`config.mk`:
```
export PLATFORM = sky130hd
export DESIGN_NAME = stmm_sched
export DESIGN_NICKNAME = d
export VERILOG_FILES = /design/src/rtl/stmm_sched.sv
export SDC_FILE = /design/constraint.sdc
export NUM_CORES = 1
export LEC_CHECK = 0
export ABC_AREA = 1
export CORE_MARGIN = 5
export CORE_UTILIZATION = 57
export DETAILED_ROUTE_END_ITERATION = 10
export PLACE_DENSITY_LB_ADDON = 0.08
export SLEW_MARGIN = 40
export SYNTH_ARGS = -nofsm -noshare
export SYNTH_HDL_FRONTEND = slang
export SYNTH_SLANG_ARGS = --single-unit
```
`constraint.sdc`:
```
create_clock -name clk -period 5.16 [get_ports clk]
set_input_delay 1.032 -clock clk [delete_from_list [all_inputs] [get_ports clk]]
set_output_delay 1.032 -clock clk [all_outputs]
set_load 0.05 [all_outputs]
```
`src/rtl/stmm_sched.sv`:
```
`default_nettype none
// ============================================================================
// Module   : stmm_sched
// Purpose  : In-order command scheduler for a bank of StMM sub-units. Commands
//            (FETCH weights/params or EXEC) are queued in a FIFO and issued
//            from the head only. One shared fetcher is sequenced by a
//            two-state FSM (IDLE/WAIT); EXEC commands may issue to any loaded,
//            non-busy sub-unit while a fetch for another sub is outstanding.
//            An EXEC aimed at a sub that is neither loaded nor being fetched
//            is dropped and flagged with err_unloaded.
//
// Ports    : clk, rst_n          clock, asynchronous active-low reset
//            cmd_valid/cmd_ready command handshake (ready = FIFO not full)
//            cmd_op              0 = FETCH, 1 = EXEC
//            cmd_sub, cmd_addr   target sub-unit, SDRAM fetch address
//            fetch, fetch_addr   one-hot fetch start pulse, held address
//            fetch_done          shared fetcher completion pulse
//            exec, exec_done     per-sub exec start / completion pulses
//            sub_loaded          sub holds a completed fetch
//            sub_busy            sub is executing
//            idle                FIFO empty, fetcher idle, no sub busy
//            err_unloaded        one-cycle pulse when an EXEC is dropped
//            stall_cycles        saturating head-stall counter (optional)
//
// Config   : define STMM_SCHED_PERF_EN to add the stall_cycles output.
//
// Revision : 1.0 - initial release
// ============================================================================
module stmm_sched #(
  parameter int SUB_NUM   = 4,
  parameter int CMD_DEPTH = 8,
  parameter int ADDR_W    = 32
) (
  input  logic                       clk,
  input  logic                       rst_n,
  input  logic                       cmd_valid,
  output logic                       cmd_ready,
  input  logic                       cmd_op,
  input  logic [$clog2(SUB_NUM)-1:0] cmd_sub,
  input  logic [ADDR_W-1:0]          cmd_addr,
  output logic [SUB_NUM-1:0]         fetch,
  output logic [ADDR_W-1:0]          fetch_addr,
  input  logic                       fetch_done,
  output logic [SUB_NUM-1:0]         exec,
  input  logic [SUB_NUM-1:0]         exec_done,
  output logic [SUB_NUM-1:0]         sub_loaded,
  output logic [SUB_NUM-1:0]         sub_busy,
  output logic                       idle,
  output logic                       err_unloaded
`ifdef STMM_SCHED_PERF_EN
  ,
  output logic [31:0]                stall_cycles
`endif
);

  localparam int c_SUB_W = $clog2(SUB_NUM);
  localparam int c_PTR_W = $clog2(CMD_DEPTH);
  localparam int c_CNT_W = c_PTR_W + 1;

  localparam logic [c_CNT_W-1:0] c_CNT_FULL = c_CNT_W'(CMD_DEPTH);
  localparam logic [c_CNT_W-1:0] c_CNT_ONE  = c_CNT_W'(1);
  localparam logic [c_PTR_W-1:0] c_PTR_ONE  = c_PTR_W'(1);

  localparam logic c_OP_FETCH = 1'b0;

  localparam logic [0:0] c_ST_IDLE = 1'b0;
  localparam logic [0:0] c_ST_WAIT = 1'b1;

  // --------------------------------------------------------------------------
  // Command FIFO storage. Entries are not reset: the count gates every read.
  // --------------------------------------------------------------------------
  logic                r_mem_op   [CMD_DEPTH];
  logic [c_SUB_W-1:0]  r_mem_sub  [CMD_DEPTH];
  logic [ADDR_W-1:0]   r_mem_addr [CMD_DEPTH];

  logic [c_PTR_W-1:0]  r_wr_ptr;
  logic [c_PTR_W-1:0]  r_rd_ptr;
  logic [c_CNT_W-1:0]  r_count;

  logic [0:0]          r_state;
  logic [0:0]          w_state_next;
  logic [c_SUB_W-1:0]  r_fetch_sub;

  logic [SUB_NUM-1:0]  r_fetch;
  logic [SUB_NUM-1:0]  r_exec;
  logic [ADDR_W-1:0]   r_fetch_addr;
  logic [SUB_NUM-1:0]  r_sub_loaded;
  logic [SUB_NUM-1:0]  r_sub_busy;
  logic                r_err_unloaded;

  logic                w_push;
  logic                w_pop;
  logic                w_head_valid;
  logic                w_head_op;
  logic [c_SUB_W-1:0]  w_head_sub;
  logic [ADDR_W-1:0]   w_head_addr;
  logic [SUB_NUM-1:0]  w_head_onehot;
  logic                w_in_wait;
  logic                w_head_fetching;
  logic                w_fetch_issue;
  logic                w_exec_issue;
  logic                w_exec_drop;
  logic                w_fetch_done_ok;

  // Ready comes from the registered count only; a pop in the same cycle does
  // not free a slot for the incoming command.
  assign cmd_ready    = (r_count != c_CNT_FULL);
  assign w_push       = cmd_valid && cmd_ready;
  assign w_head_valid = (r_count != '0);
  assign w_head_op    = r_mem_op[r_rd_ptr];
  assign w_head_sub   = r_mem_sub[r_rd_ptr];
  assign w_head_addr  = r_mem_addr[r_rd_ptr];

  always_comb begin : p_head_onehot
    w_head_onehot = '0;
    for (int k = 0; k < SUB_NUM; k++) begin
      if (w_head_sub == c_SUB_W'(k)) begin
        w_head_onehot[k] = 1'b1;
      end
    end
  end

  always_ff @(posedge clk) begin : p_fifo_mem
    if (w_push) begin
      r_mem_op[r_wr_ptr]   <= cmd_op;
      r_mem_sub[r_wr_ptr]  <= cmd_sub;
      r_mem_addr[r_wr_ptr] <= cmd_addr;
    end
  end

  // Pointers are exactly c_PTR_W wide, so they wrap modulo the (power of two)
  // depth on their own.
  always_ff @(posedge clk or negedge rst_n) begin : p_fifo_ctrl
    if (!rst_n) begin
      r_wr_ptr <= '0;
      r_rd_ptr <= '0;
      r_count  <= '0;
    end else begin
      if (w_push) begin
        r_wr_ptr <= r_wr_ptr + c_PTR_ONE;
      end
      if (w_pop) begin
        r_rd_ptr <= r_rd_ptr + c_PTR_ONE;
      end
      case ({w_push, w_pop})
        2'b10:   r_count <= r_count + c_CNT_ONE;
        2'b01:   r_count <= r_count - c_CNT_ONE;
        default: r_count <= r_count;
      endcase
    end
  end

  // --------------------------------------------------------------------------
  // Fetch FSM: state register
  // --------------------------------------------------------------------------
  always_ff @(posedge clk or negedge rst_n) begin : p_fsm_state
    if (!rst_n) begin
      r_state <= c_ST_IDLE;
    end else begin
      r_state <= w_state_next;
    end
  end

  // --------------------------------------------------------------------------
  // Fetch FSM: next state. fetch_done is only meaningful while waiting.
  // --------------------------------------------------------------------------
  always_comb begin : p_fsm_next
    w_state_next = r_state;
    case (r_state)
      c_ST_IDLE: if (w_fetch_issue) w_state_next = c_ST_WAIT;
      c_ST_WAIT: if (fetch_done)    w_state_next = c_ST_IDLE;
      default:   w_state_next = c_ST_IDLE;
    endcase
  end

  // --------------------------------------------------------------------------
  // Fetch FSM outputs / head issue decision. Exactly one of fetch-issue,
  // exec-issue, exec-drop can fire per cycle since all are decided for the
  // single head entry.
  // --------------------------------------------------------------------------
  always_comb begin : p_fsm_out
    w_in_wait       = (r_state == c_ST_WAIT);
    w_head_fetching = w_in_wait && (r_fetch_sub == w_head_sub);
    w_fetch_done_ok = w_in_wait && fetch_done;
    w_fetch_issue   = 1'b0;
    w_exec_issue    = 1'b0;
    w_exec_drop     = 1'b0;
    if (w_head_valid) begin
      if (w_head_op == c_OP_FETCH) begin
        w_fetch_issue = !w_in_wait && !r_sub_busy[w_head_sub];
      end else if (r_sub_loaded[w_head_sub]) begin
        w_exec_issue = !r_sub_busy[w_head_sub];
      end else begin
        // Not loaded: wait if its fetch is in flight, otherwise discard.
        w_exec_drop = !w_head_fetching;
      end
    end
    w_pop = w_fetch_issue || w_exec_issue || w_exec_drop;
  end

  // --------------------------------------------------------------------------
  // Registered pulses and per-sub status
  // --------------------------------------------------------------------------
  always_ff @(posedge clk or negedge rst_n) begin : p_status
    if (!rst_n) begin
      r_fetch        <= '0;
      r_exec         <= '0;
      r_fetch_addr   <= '0;
      r_fetch_sub    <= '0;
      r_sub_loaded   <= '0;
      r_sub_busy     <= '0;
      r_err_unloaded <= 1'b0;
    end else begin
      r_fetch        <= w_fetch_issue ? w_head_onehot : '0;
      r_exec         <= w_exec_issue  ? w_head_onehot : '0;
      r_err_unloaded <= w_exec_drop;
      if (w_fetch_issue) begin
        r_fetch_addr <= w_head_addr;
        r_fetch_sub  <= w_head_sub;
      end
      // Fetch issue (IDLE) and fetch completion (WAIT) never coincide.
      if (w_fetch_issue) begin
        r_sub_loaded[w_head_sub] <= 1'b0;
      end
      if (w_fetch_done_ok) begin
        r_sub_loaded[r_fetch_sub] <= 1'b1;
      end
      // Exec issue requires the sub to be non-busy, so a coincident exec_done
      // on that bit is a stray and is correctly overridden by the set.
      r_sub_busy <= (r_sub_busy & ~exec_done) |
                    (w_exec_issue ? w_head_onehot : '0);
    end
  end

`ifdef STMM_SCHED_PERF_EN
  logic [31:0] r_stall_cycles;

  always_ff @(posedge clk or negedge rst_n) begin : p_perf
    if (!rst_n) begin
      r_stall_cycles <= '0;
    end else if (w_head_valid && !w_pop && (r_stall_cycles != 32'hFFFF_FFFF)) begin
      r_stall_cycles <= r_stall_cycles + 32'd1;
    end
  end

  assign stall_cycles = r_stall_cycles;
`endif

  assign fetch        = r_fetch;
  assign exec         = r_exec;
  assign fetch_addr   = r_fetch_addr;
  assign sub_loaded   = r_sub_loaded;
  assign sub_busy     = r_sub_busy;
  assign err_unloaded = r_err_unloaded;
  assign idle         = !w_head_valid && !w_in_wait && (r_sub_busy == '0);

endmodule
`default_nettype wire
```
# [Word level (Yosys, flattened, before mapping)]
# Memories as Yosys holds them, arrays and structs flattened. A register that Yosys moved wholly into a read port is not among the register bits.
# Cells that the tools add are included.
[word_totals] mem_count=3 mem_bits_ro=0 out_inout_bits=51 word_cells=84 latchBits=0 ram_bits=280 reg_bits=30 input_bits=43
[op_classes] shifts=0 div=0 eq_ne=7 bitwise_logic=7 n_mul=0 n_reduce_logical=19 mux=30 addsub=4 order_cmp=4
[mem_list] name="r_mem_addr" depth=8 width=32 read_ports=1 rd_ports_with_merged_regs=1 write_ports=1 line="74" text="logic [ADDR_W-1:0] r_mem_addr [CMD_DEPTH];"
[mem_list] name="r_mem_sub" depth=8 width=2 read_ports=1 rd_ports_with_merged_regs=0 write_ports=1 line="73" text="logic [c_SUB_W-1:0] r_mem_sub [CMD_DEPTH];"
[mem_list] name="r_mem_op" depth=8 width=1 read_ports=1 rd_ports_with_merged_regs=0 write_ports=1 line="72" text="logic r_mem_op [CMD_DEPTH];"
[ops] operator="2-to-1 mux 1 bit" n=20
[ops] operator="2-to-1 mux 4 bit" n=4
[ops] operator="AND 4 bit" n=2
[ops] operator="logical AND 1 bit" n=8
[ops] operator="inverter 4 bit" n=2
[ops] operator="bitwise OR 4 bit" n=2
[ops] operator="one-hot mux 4 bit (2 select lines)" n=1
[ops] operator="adder 3 x 1 -> 3 bit (second input constant)" n=2
[ops] operator="== test 2 bit (second input constant)" n=3
[ops] operator="< comparator 2 x 3 -> 1 bit (second input constant)" n=2
[ops] operator="logical NOT 1 bit" n=5
[ops] operator="adder 4 x 1 -> 4 bit (second input constant)" n=1
[ops] operator="binary-select mux 1 bit (select 2 bit)" n=2
[ops] operator="demux 1 bit (select 2 bit)" n=2
[ops] operator="== test 2 x 1 -> 1 bit (second input constant)" n=2
[ops] operator=">= comparator 2 x 1 -> 1 bit (second input constant)" n=2
[ops] operator="logical NOT 4 bit" n=1
[ops] operator="inequality test 4 bit (second input constant)" n=1
[ops] operator="nonzero test 4 bit" n=1
[ops] operator="subtractor 4 x 1 -> 4 bit (second input constant)" n=1
[ops] operator="== test 2 bit" n=1
[ops] operator="logical NOT 2 bit" n=1
[ops] operator="logical OR 1 bit" n=2
[ops] operator="one-hot mux 1 bit (2 select lines)" n=1
[ops] operator="other kinds (2)" n=2

# [Depth between registers and ports, before layout]
# Gate-level depths: netlist of run 1.
# An unclocked memory read counts as a cell.
[depth] ltp_word=11 mapped_depth=23

# [Worst setup path after synthesis of run 1]
# OpenSTA, ideal clock, no wires.
[synth_path] path_type="in2reg" from="in cmd_valid" to="mem r_mem_addr[0][0], enable pin" path_buffers=0 stages=3 arrival_time_ps=2977 path_slack_ps=1756 setup_ps=427 cell_sequence="nand2_1 > or2_2 > nor2_1"
[synth_via] elab_chain_cells=3
[synth_lines] item="start, declared" line="36" text="input logic cmd_valid,"
[synth_lines] item="logical AND 1 bit" line="108" text="assign w_push = cmd_valid && cmd_ready;"
[synth_lines] item="2-to-1 mux 1 bit" line="124" text="if (w_push) begin"
[synth_lines] item="2-to-1 mux 1 bit (not written as such)" line="127" text="r_mem_addr[r_wr_ptr] <= cmd_addr;"
[synth_lines] item="end, declared" line="74"
# Every way passes these cells.

# [Final worst setup path of run 1]
[layout_path] from="reg r_rd_ptr[0]" to="reg r_count[3]"
[layout_via] elab_chain_cells=11 word_cells_on_any_way=25 classes_between="eq/ne: 3; mux: 13; reduce/logical: 7; memory: 2"
[layout_lines] item="start, declared" line="77" text="logic [c_PTR_W-1:0] r_rd_ptr;"
[layout_lines] item="start signal, assigned" line="143" text="r_rd_ptr <= r_rd_ptr + c_PTR_ONE;"
[layout_lines] item="memory (8 x 2 bit)"
[layout_lines] item="binary-select mux 1 bit (select 2 bit)" line="190, 192"
[layout_lines] item="2-to-1 mux 1 bit (not written as such)" line="190, 192"
[layout_lines] item="logical NOT 1 bit" line="190, 192"
[layout_lines] item="2-to-1 mux 1 bit or logical AND 1 bit (tied branches)" line="191, 190"
[layout_lines] item="2-to-1 mux 1 bit" line="189" text="if (w_head_op == c_OP_FETCH) begin"
[layout_lines] item="2-to-1 mux 1 bit" line="188" text="if (w_head_valid) begin"
[layout_lines] item="logical OR 1 bit" line="198" text="w_pop = w_fetch_issue || w_exec_issue || w_exec_drop;"
[layout_lines] item="logical OR 1 bit (*)" line="198"
[layout_lines] item="via w_pop" line="92" text="logic w_pop;"
[layout_lines] item="== test 2 x 1 -> 1 bit or == test 2 bit (tied branches)" line="145" text="case ({w_push, w_pop})"
[layout_lines] item="one-hot mux 4 bit (2 select lines) or nonzero test 2 bit (tied branches)"
[layout_lines] item="end signal, assigned" line="146" text="2'b10: r_count <= r_count + c_CNT_ONE;"
[layout_lines] item="end signal, assigned" line="147" text="2'b01: r_count <= r_count - c_CNT_ONE;"
[layout_lines] item="end signal, assigned" line="148" text="default: r_count <= r_count;"
[layout_lines] item="end, declared" line="78" text="logic [c_CNT_W-1:0] r_count;"
# Mark *: on every way through the listed nets, which the timed path passes. The rest lies on a longest branch. The select of a mux whose other input is x is not followed.
# A chain may end at the register's enable or synchronous reset.

==> results of run 1 <==
==> layout by cell type, fill, tap and decap left out, drive strengths merged <==
cell type and n:
a211oi 1, a21boi 1, a21oi 2, buf 23, bufinv 2, clkbuf 43
clkdlybuf4s50 92, clkinv 17, dfrtp 62, diode 1, edfxtp 280, fa 1
ha 5, inv 36, nand2 107, nand3 29, nand4 4, nor2 157
nor3 1, o21ai 210, o221ai 32, o22ai 37, or2 1, xnor2 1
xor2 4
==> cell type report <==
type	count	share of cell area [%]
timing repair buffer	115	7.427
inverter	35	0.8509
clock buffer	43	6.020
tap	313	2.489
clock inverter	20	0.9781
sequential	342	63.33
multi-input combinational	593	18.89
antenna	1	0.01590
==> sequential cells by signal, indices dropped and copies added, names as in the netlist <==
name	cells
err_unloaded	1
exec	4
fetch	4
fetch_addr	32
r_count	4
r_fetch_sub	2
r_mem_addr	256
r_mem_op	8
r_mem_sub	16
r_rd_ptr	3
r_state	1
r_wr_ptr	3
sub_busy	4
sub_loaded	4
==> cells by family after synthesis <==
group / count (synthesis) / synth area share [%]
flip-flops: 342 / 74.95
buffers and inverters: 98 / 3.136
AND/OR/NAND/NOR: 299 / 9.011
XOR/XNOR: 5 / 0.3296
adder cells (fa/ha/maj): 6 / 0.6215
AO/OA/AOI/OAI: 283 / 11.95
==> where the power goes <==
group	switching, mW	total (mW)	internal (mW)
Combinational	2.69	3.91	1.22
Clock	0.985	2.39	1.41
Sequential	0.315	3.90	3.59
==> worst max path at each step <==
stage | start | to | slack [ns] | cells past startpoint
final | r_rd_ptr[0]$_DFFE_PN0P_ | r_count[3]$_DFFE_PN0P_ | 1.04 | 19
after global routing | r_rd_ptr[0]$_DFFE_PN0P_ | r_count[3]$_DFFE_PN0P_ | 0.56 | 19
after CTS | r_rd_ptr[0]$_DFFE_PN0P_ | r_count[3]$_DFFE_PN0P_ | 1.04 | 19
after detailed placement | r_rd_ptr[0]$_DFFE_PN0P_ | r_count[3]$_DFFE_PN0P_ | 1.03 | 19
after global placement | r_rd_ptr[0]$_DFFE_PN0P_ | r_count[3]$_DFFE_PN0P_ | 1.21 | 19
after floorplan | cmd_valid | r_mem_addr[0][0]$_DFFE_PP_ | 1.76 | 3
==> through the flow <==
step / hold slack, ns / util [%] / total power [mW] / std cells / worst slack [ns]
2_1_floorplan: 0.4684 / - / 6.672 / 1033 / 1.756
3_3_place_gp: 0.4698 / 63.72 / 7.758 / 1393 / 1.212
3_5_place_dp: 0.4768 / 63.97 / 7.845 / 1395 / 1.032
4_1_cts: 0.4907 / 68.80 / 10.24 / 1458 / 1.037
5_1_grt: 0.5049 / 69.07 / 10.86 / 1462 / 0.5637
6_report: 0.4839 / 69.07 / 10.21 / 1462 / 1.040
==> critical path: cells and delay by family (launching register included) <==
kind	cells	cell delay (ns)
simple gates	14	1.77
buf+inv	1	0.52
fa+ha+maj	2	0.61
xor+xnor	1	0.13
compound gates	1	0.26
flops	1	0.72
==> per-layer routing <==
layer	vias up	track usage, %	wire, um	share of wire, %
li1	3951	-	-	-
met1	4029	30.78	12400	44
met2	251	35.02	13580	48
met3	46	3.392	1536	5.5
met4	0	5.414	521	1.9
met5	-	0	0	0
==> results.yml, run 1 <==
setup_path:
  startpoint_type: "flop"
  crit_fanout: 58
  r2r-start: "r_rd_ptr[0]$_DFFE_PN0P_"
  critPathSlowestCell: "dfrtp_4"
  r2r_slack_ns: 1.04
  rr_endpoint: "r_count[3]$_DFFE_PN0P_"
  cp.required_ns: 5.55
  reg2regPathDepth: 19
  arrival_ns: 4.51
  cp-end-kind: "flop"
  slowest_delay_ns: 0.72
  crit_chain: "inv_4 -> nand2_1 -> nand3_1 -> nand3_1 -> nand2_1 -> nand3_1 -> nand2_1 -> nor2_4 -> nand3_1 -> nand3_1 -> ha_1 -> ha_1 -> nand2_1 -> nor2_1 -> a211oi_1 -> nor2_1 -> nor2_1 -> nand2_1 -> xor2_1"
  path_class: "reg2reg"
logic_synthesis:
  post-synth-top-count-cell: "edfxtp_1"
  synth-edff-count: 280
  netlist_area_sq_um: 13290
  synth_top_cell_by_area: "edfxtp_1"
  syn_inst: 1033
  yosys_warnings: 0
  synthArstFlopShare_pct: 18.13
  yosysSeqAreaShare_pct: 74.95
  synth_cell_types: 31
  syn_area_per_cell_sq_um: 12.86
  ys_top_cells_by_area: "edfxtp_1 (63%), dfrtp_1 (12%), o21ai_0 (6.1%)"
  synth_top_area_share_pct: 63.28
  ys.flop_type: "edfxtp_1"
  ys_ff_latch: 342
  synth_common_cells: "edfxtp_1 (280), o21ai_0 (163), nor2_1 (156), nand2_1 (104), dfrtp_1 (62)"
  syn_nets: 1082
layout:
  final_nets: 1171
  regArea_sq_um: 9965
  n_fill_cell: 1602
  syn2layout_area_growth_pct: 18.41
  multi_input_area_sq_um: 2972
  drive_above_1_share_pct: 7.927
  fin_area_sq_um: 15730
sta:
  hold_violations: 0
  final-max-slew-violation-count: 0
  min_period_over_period_pct: 79.85
  grt_setup_unrepaired: "false"
  fmax_mhz: 242.7
  final.setup.tns_ns: 0
  finalClockSkew_ns: 0.01395
  period_minus_slack_ns: 4.120
  slew_headroom_pct: 49.43
  setup_viol: 0
  worst_pin_slew_ns: 0.7568
clock_network:
  cts_made_buffers: 35
  cts-resized-gates: 0
  cts.reportedPaths.clkPinSlew_ns: 0.06
  clock-sinks: 342
  cts-htree-levels: 2
  max-clock-path-buffers: 3
  cts_tree: "yes"
  cts_setup_buffers: 0
  cts_root_buf: "clkbuf_16"
  holdBufCountCts: 0
  clock_latency_ns: 0.51
floorplanning:
  die-area_sq_um: 26460
  core_area_sq_um: 22780
  pin_count: 94
  initial_core_util_pct: 58.34
  fp.dieH_um: 162.7
  std_cell_rows: 55
  die_w_um: 162.7
drt:
  first_pass_iters: 5
  routed_via_density: 5.661
  drc: 0
  final_antenna_net_count: 0
  num_vias: 8277
  wl_per_cell_um: 19.18
  drt_iter0_markers: 652
  drt_wl_total_mm: 28.03
placement:
  placed_area_sq_um: 14570
  gp_congestion: 0.8163
  hpwl_mm: 16.17
  io_buffer_count: 93
grt:
  grt_pass1_vias: 8065
  grt_pass1_wl_mm: 44.47
  grt_max_degree: 87
  overflow: 0
  antenna_found_initial: 1
  grt_use_total_pct: 21.46
power:
  p_leak_nw: 5.579
  powerDensity_nw_per_um2: 648.8
  ir_worst_vdd_mv: 0.3286
run_status:
  run_status: "finished, final reports clean"
run:
  drv_cap: 0
min_path:
  min_path_type: "in2async"
No activity file was read; power rests on OpenSTA's default activity.
==> run 2: changes to the inputs <==
Settings changed: CORE_UTILIZATION 57 to 53.
Clock period 5.16 ns to 3.5 ns, I/O delays scaled along.
==> results.yml, run 2 (same netlist as run 1, synthesis figures left out) <==
run_status:
  run_status: "finished, final reports clean"
power:
  swShare_pct: 39.15
  p_leak_nw: 5.583
  ir_worst_vdd_mv: 0.6467
  internal_power_mw: 9.201
  p_total_mw: 15.12
  powerDensity_nw_per_um2: 958.2
  combPwrFrac_pct: 39.4
  switchingPower_mw: 5.921
  clkPwrFrac_pct: 23.3
  pwr-share-seq_pct: 37.3
floorplanning:
  std_cell_rows: 58
  core_area_sq_um: 24960
  pin_count: 94
  die-area_sq_um: 28340
  die_w_um: 168.3
  initial_core_util_pct: 53.23
  fp.dieH_um: 168.3
drt:
  routed_via_density: 5.628
  final_antenna_net_count: 0
  wl_per_cell_um: 19.36
  num_vias: 8318
  drt_wl_total_mm: 28.62
  first_pass_iters: 5
  drt_iter0_markers: 695
  drc: 0
setup_path:
  cp-end-kind: "flop"
  path_class: "reg2reg"
  startpoint_type: "flop"
  cp.required_ns: 3.88
  crit_fanout: 16
  arrival_ns: 3.52
layout:
  stdcell_count: 1478
  regArea_sq_um: 9965
  final_cell_mix: "edfxtp_1 (280), o21ai_0 (163), nor2_1 (148)"
  final_nets: 1172
  multi_input_area_sq_um: 2982
  syn2layout_area_growth_pct: 18.77
  n_antenna_cell: 0
  drive_above_1_share_pct: 8.188
  largest_reg_flops: 256
  top_register: "r_mem_addr"
  layout_commonest_cell: "edfxtp_1"
  n_fill_cell: 1937
grt:
  antenna_found_initial: 0
  grt_use_total_pct: 20.29
  grt_pass1_vias: 8166
  grt_max_degree: 107
  overflow: 0
  grt_pass1_wl_mm: 45.60
clock_network:
  max-clock-path-buffers: 3
  cts.reportedPaths.clkPinSlew_ns: 0.06
  cts_made_buffers: 35
  cts-htree-levels: 2
  clock_latency_ns: 0.50
  cts_tree: "yes"
  cts_root_buf: "clkbuf_16"
  clock-sinks: 342
sta:
  finalClockSkew_ns: 0.01240
  min_period_over_period_pct: 89.69
  period_minus_slack_ns: 3.139
  worst_pin_slew_ns: 0.8144
  hold_violations: 0
  grt_setup_unrepaired: "false"
  final.setup.tns_ns: 0
  fmax_mhz: 318.6
  setup_viol: 0
  final-max-slew-violation-count: 0
  slew_headroom_pct: 45.71
min_path:
  min_path_type: "in2async"
placement:
  dpl.cell_count: 1416
  io_buffer_count: 93
  hpwl_mm: 15.69
  gp_congestion: 0.8085
run:
  drv_cap: 0
run 2: cell types whose count changed in the layout (fill, tap and decap cells not counted), moves of 2 or more:
| cell | previous run | this run |
|---|---|---|
| buf_12 | 1 | 8 |
| clkinv_1 | 9 | 5 |
| buf_4 | 16 | 13 |
| clkbuf_1 | 5 | 8 |
| buf_16 | 2 | 0 |
| buf_8 | 2 | 0 |
| clkinv_2 | 7 | 9 |
| nand3_1 | 28 | 26 |
| nand3_2 | 1 | 3 |
run 2: layout make-up:
class	instances	area share [%]
clock buffers	44	5.827
clock inverters	18	1.031
inverters	35	0.8483
multi-input cells	593	18.89
flip-flops and latches	342	63.14
well taps	330	2.616
repair buffers	116	7.643
run 2: worst max-delay path, stage by stage (launching register included):
cell and delay, ns:
dfrtp_4 0.57, inv_4 0.17, nand2_1 0.08, nand3_1 0.09, nand3_1 0.08, nand2_1 0.25
nand3_1 0.11, nand2_1 0.12, nor2_4 0.06, nand3_1 0.11, nand3_2 0.13, ha_1 0.24
ha_1 0.33, nand2_1 0.07, nor2_1 0.04, a211oi_1 0.23, nor2_1 0.06, nor2_1 0.09
nand2_1 0.06, xor2_1 0.14
run 2: path summary, 6_finish.rpt:
kind	slack, ns	endpoint	start	cells past startpoint
max in group asynchronous	2.62	r_rd_ptr[1]$_DFFE_PN0P_	rst_n	2
setup / recovery	0.36	r_count[3]$_DFFE_PN0P_	r_rd_ptr[0]$_DFFE_PN0P_	19
setup reg to reg	0.36	r_count[3]$_DFFE_PN0P_	r_rd_ptr[0]$_DFFE_PN0P_	19
hold / removal	0.23	r_count[1]$_DFFE_PN0P_	rst_n	1
hold reg to reg	0.49	fetch_addr[15]$_DFFE_PN0N_	fetch_addr[15]$_DFFE_PN0N_	2
min in group clk	0.49	fetch_addr[15]$_DFFE_PN0N_	fetch_addr[15]$_DFFE_PN0N_	2
run 2: per-layer routing:
| layer | track usage [%] | vias to the layer above | share of wire (%) | routed length [um] |
|---|---|---|---|---|
| li1 | - | 3950 | - | - |
| met4 | 5.011 | 0 | 1.9 | 553 |
| met3 | 3.334 | 39 | 5.5 | 1584 |
| met1 | 29.46 | 4087 | 45 | 12850 |
| met2 | 32.58 | 242 | 48 | 13630 |
| met5 | 0 | - | 0 | 0 |
run 2: metrics by stage:
stage / instance area, sq um / hold slack [ns] / utilization (%) / setup slack (ns)
finish: 15780 / 0.2272 / 63.22 / 0.3610
global route: 15780 / 0.2629 / 63.22 / 0.05693
CTS: 15770 / 0.2429 / 63.16 / 0.2785
detailed placement: 14690 / 0.4781 / 58.83 / 0.2798
global placement: 14680 / 0.4712 / 58.81 / 0.4024
floorplan: 13290 / 0.4044 / - / 0.1646
run 2: what timing repair did:
action / 4_1_cts / 5_1_grt
hold buffers: 0 / 0
setup endpoints to repair: 0 / 1
resized for setup: 0 / 2
setup buffers: 0 / 0
run 2: power by group through the flow:
stage | combinational (mW) | clock [mW] | sequential, mW
6_report | 5.96 | 3.53 | 5.64
5_1_grt | 6.63 | 3.80 | 5.72
4_1_cts | 6.00 | 3.60 | 5.64
3_5_place_dp | 5.98 | 0 | 5.72
3_3_place_gp | 5.91 | 0 | 5.70
2_1_floorplan | 3.30 | 0 | 6.54
==> run 3: changes to the inputs <==
Settings changed: CORE_MARGIN 5 to 2.
==> results.yml, run 3 (same netlist as run 1, synthesis figures left out) <==
drt:
  drc: 0
  routed_via_density: 5.649
  final_antenna_net_count: 0
  drt_wl_total_mm: 28.16
  num_vias: 8338
  wl_per_cell_um: 19.08
  drt_iter0_markers: 623
  first_pass_iters: 5
sta:
  setup_viol: 0
  fin_ws_ns: 0.3468
  fmax_mhz: 317.1
  hold_violations: 0
  period_minus_slack_ns: 3.153
  slew_headroom_pct: 48.95
  final-max-slew-violation-count: 0
  grt_setup_unrepaired: "false"
  finalClockSkew_ns: 0.01206
  worst_pin_slew_ns: 0.7658
  final.setup.tns_ns: 0
  min_period_over_period_pct: 90.09
floorplanning:
  die_w_um: 162.3
  die-area_sq_um: 26350
  fp.dieH_um: 162.3
  initial_core_util_pct: 54.32
  std_cell_rows: 57
  core_area_sq_um: 24460
  pin_count: 94
clock_network:
  cts-resized-gates: 0
  cts.reportedPaths.clkPinSlew_ns: 0.05
  clock_latency_ns: 0.51
  cts_made_buffers: 35
  cts_tree: "yes"
  cts_setup_buffers: 0
  clock-sinks: 342
  max-clock-path-buffers: 3
  cts_root_buf: "clkbuf_16"
  cts-htree-levels: 2
  holdBufCountCts: 0
setup_path:
  critPathSlowestCell: "dfrtp_4"
  path_class: "reg2reg"
  cp-end-kind: "flop"
  crit_fanout: 17
  crit_chain: "inv_4 -> nand2_1 -> nand3_1 -> nand3_1 -> nand2_1 -> nand3_1 -> nand2_1 -> nor2_4 -> nand3_1 -> nand3_1 -> ha_1 -> ha_1 -> nand2_1 -> nor2_1 -> a211oi_1 -> nor2_1 -> nor2_1 -> nand2_1 -> xor2_1"
  startpoint_type: "flop"
  r2r_slack_ns: 0.35
  rr_endpoint: "r_count[3]$_DFFE_PN0P_"
  cp.required_ns: 3.88
  arrival_ns: 3.54
  r2r-start: "r_rd_ptr[0]$_DFFE_PN0P_"
  reg2regPathDepth: 19
  slowest_delay_ns: 0.57
layout:
  final_nets: 1175
  top_register: "r_mem_addr"
  layout_commonest_cell: "edfxtp_1"
  syn2layout_area_growth_pct: 18.14
  drive_above_1_share_pct: 7.472
  largest_reg_flops: 256
  n_fill_cell: 1854
  final_cell_mix: "edfxtp_1 (280), o21ai_0 (163), nor2_1 (148)"
power:
  p_leak_nw: 5.539
  powerDensity_nw_per_um2: 953.1
  ir_worst_vdd_mv: 0.6506
  p_total_mw: 14.96
grt:
  antenna_found_initial: 1
  grt_pass1_wl_mm: 44.71
  grt_max_degree: 81
  grt_pass1_vias: 8185
  overflow: 0
  grt_use_total_pct: 21.98
min_path:
  min_path_type: "in2async"
run:
  drv_cap: 0
placement:
  hpwl_mm: 15.42
  gp_congestion: 0.8295
  io_buffer_count: 93
  pre_cts_ws_ns: 0.3912
run_status:
  run_status: "finished, final reports clean"
[run 3: metal layers]
| metal | vias up | GRT usage, % | routed length [um] |
|---|---|---|---|
| met4 | 0 | 7.080 | 684 |
| met1 | 4073 | 30.88 | 12780 |
| met3 | 62 | 3.387 | 1507 |
| li1 | 3959 | - | - |
| met5 | - | 0 | 0 |
| met2 | 244 | 35.82 | 13190 |
[run 3: critical path: cells and delay by family (launching register included)]
kind / cells / cell delay [ns]
and+or+nand+nor: 14 / 1.36
xor gates and xnor gates: 1 / 0.14
DFF: 1 / 0.57
AOI/OAI and AO/OA: 1 / 0.22
buffers and inverters: 1 / 0.15
adders and majority gates: 2 / 0.59
[run 3: area by class of cell]
cell class	count	area [sq um]	area share, %
tap	324	405.4	2.582
clock inverter	7	60.06	0.3826
antenna	1	2.502	0.01594
multi-input combinational	593	2972	18.93
timing repair buffer	119	1200	7.643
inverter	35	133.9	0.8528
clock buffer	55	960.9	6.121
sequential	342	9965	63.47
[run 3: metrics by stage]
stage / hold slack [ns] / util (%) / instance area [sq um] / cells
6_report: 0.2192 / 64.18 / 15700 / 1476
2_1_floorplan: 0.4044 / - / 13290 / 1033
4_1_cts: 0.2282 / 64.15 / 15690 / 1475
3_3_place_gp: 0.4712 / 59.98 / 14670 / 1413
5_1_grt: 0.2538 / 64.17 / 15700 / 1475
3_5_place_dp: 0.4776 / 59.98 / 14670 / 1413
[run 3: worst max-delay path by stage]
| stage | start | to | slack (ns) |
|---|---|---|---|
| after global routing | r_rd_ptr[0]$_DFFE_PN0P_ | r_count[3]$_DFFE_PN0P_ | 0.004 |
| after CTS | r_rd_ptr[0]$_DFFE_PN0P_ | r_count[3]$_DFFE_PN0P_ | 0.38 |
| after floorplan | r_count[1]$_DFFE_PN0P_ | r_mem_addr[0][0]$_DFFE_PP_ | 0.16 |
| after detailed placement | r_rd_ptr[0]$_DFFE_PN0P_ | r_count[3]$_DFFE_PN0P_ | 0.39 |
| after global placement | r_rd_ptr[0]$_DFFE_PN0P_ | r_count[3]$_DFFE_PN0P_ | 0.48 |
| final | r_rd_ptr[0]$_DFFE_PN0P_ | r_count[3]$_DFFE_PN0P_ | 0.35 |
[run 3: power by group]
group          internal, mW  switching (mW)  leakage (nW)
Sequential             5.29           0.339          3.31
Clock                  1.96            1.41         0.492
Combinational          1.84            4.13          1.74
Total                  9.09            5.88          5.54
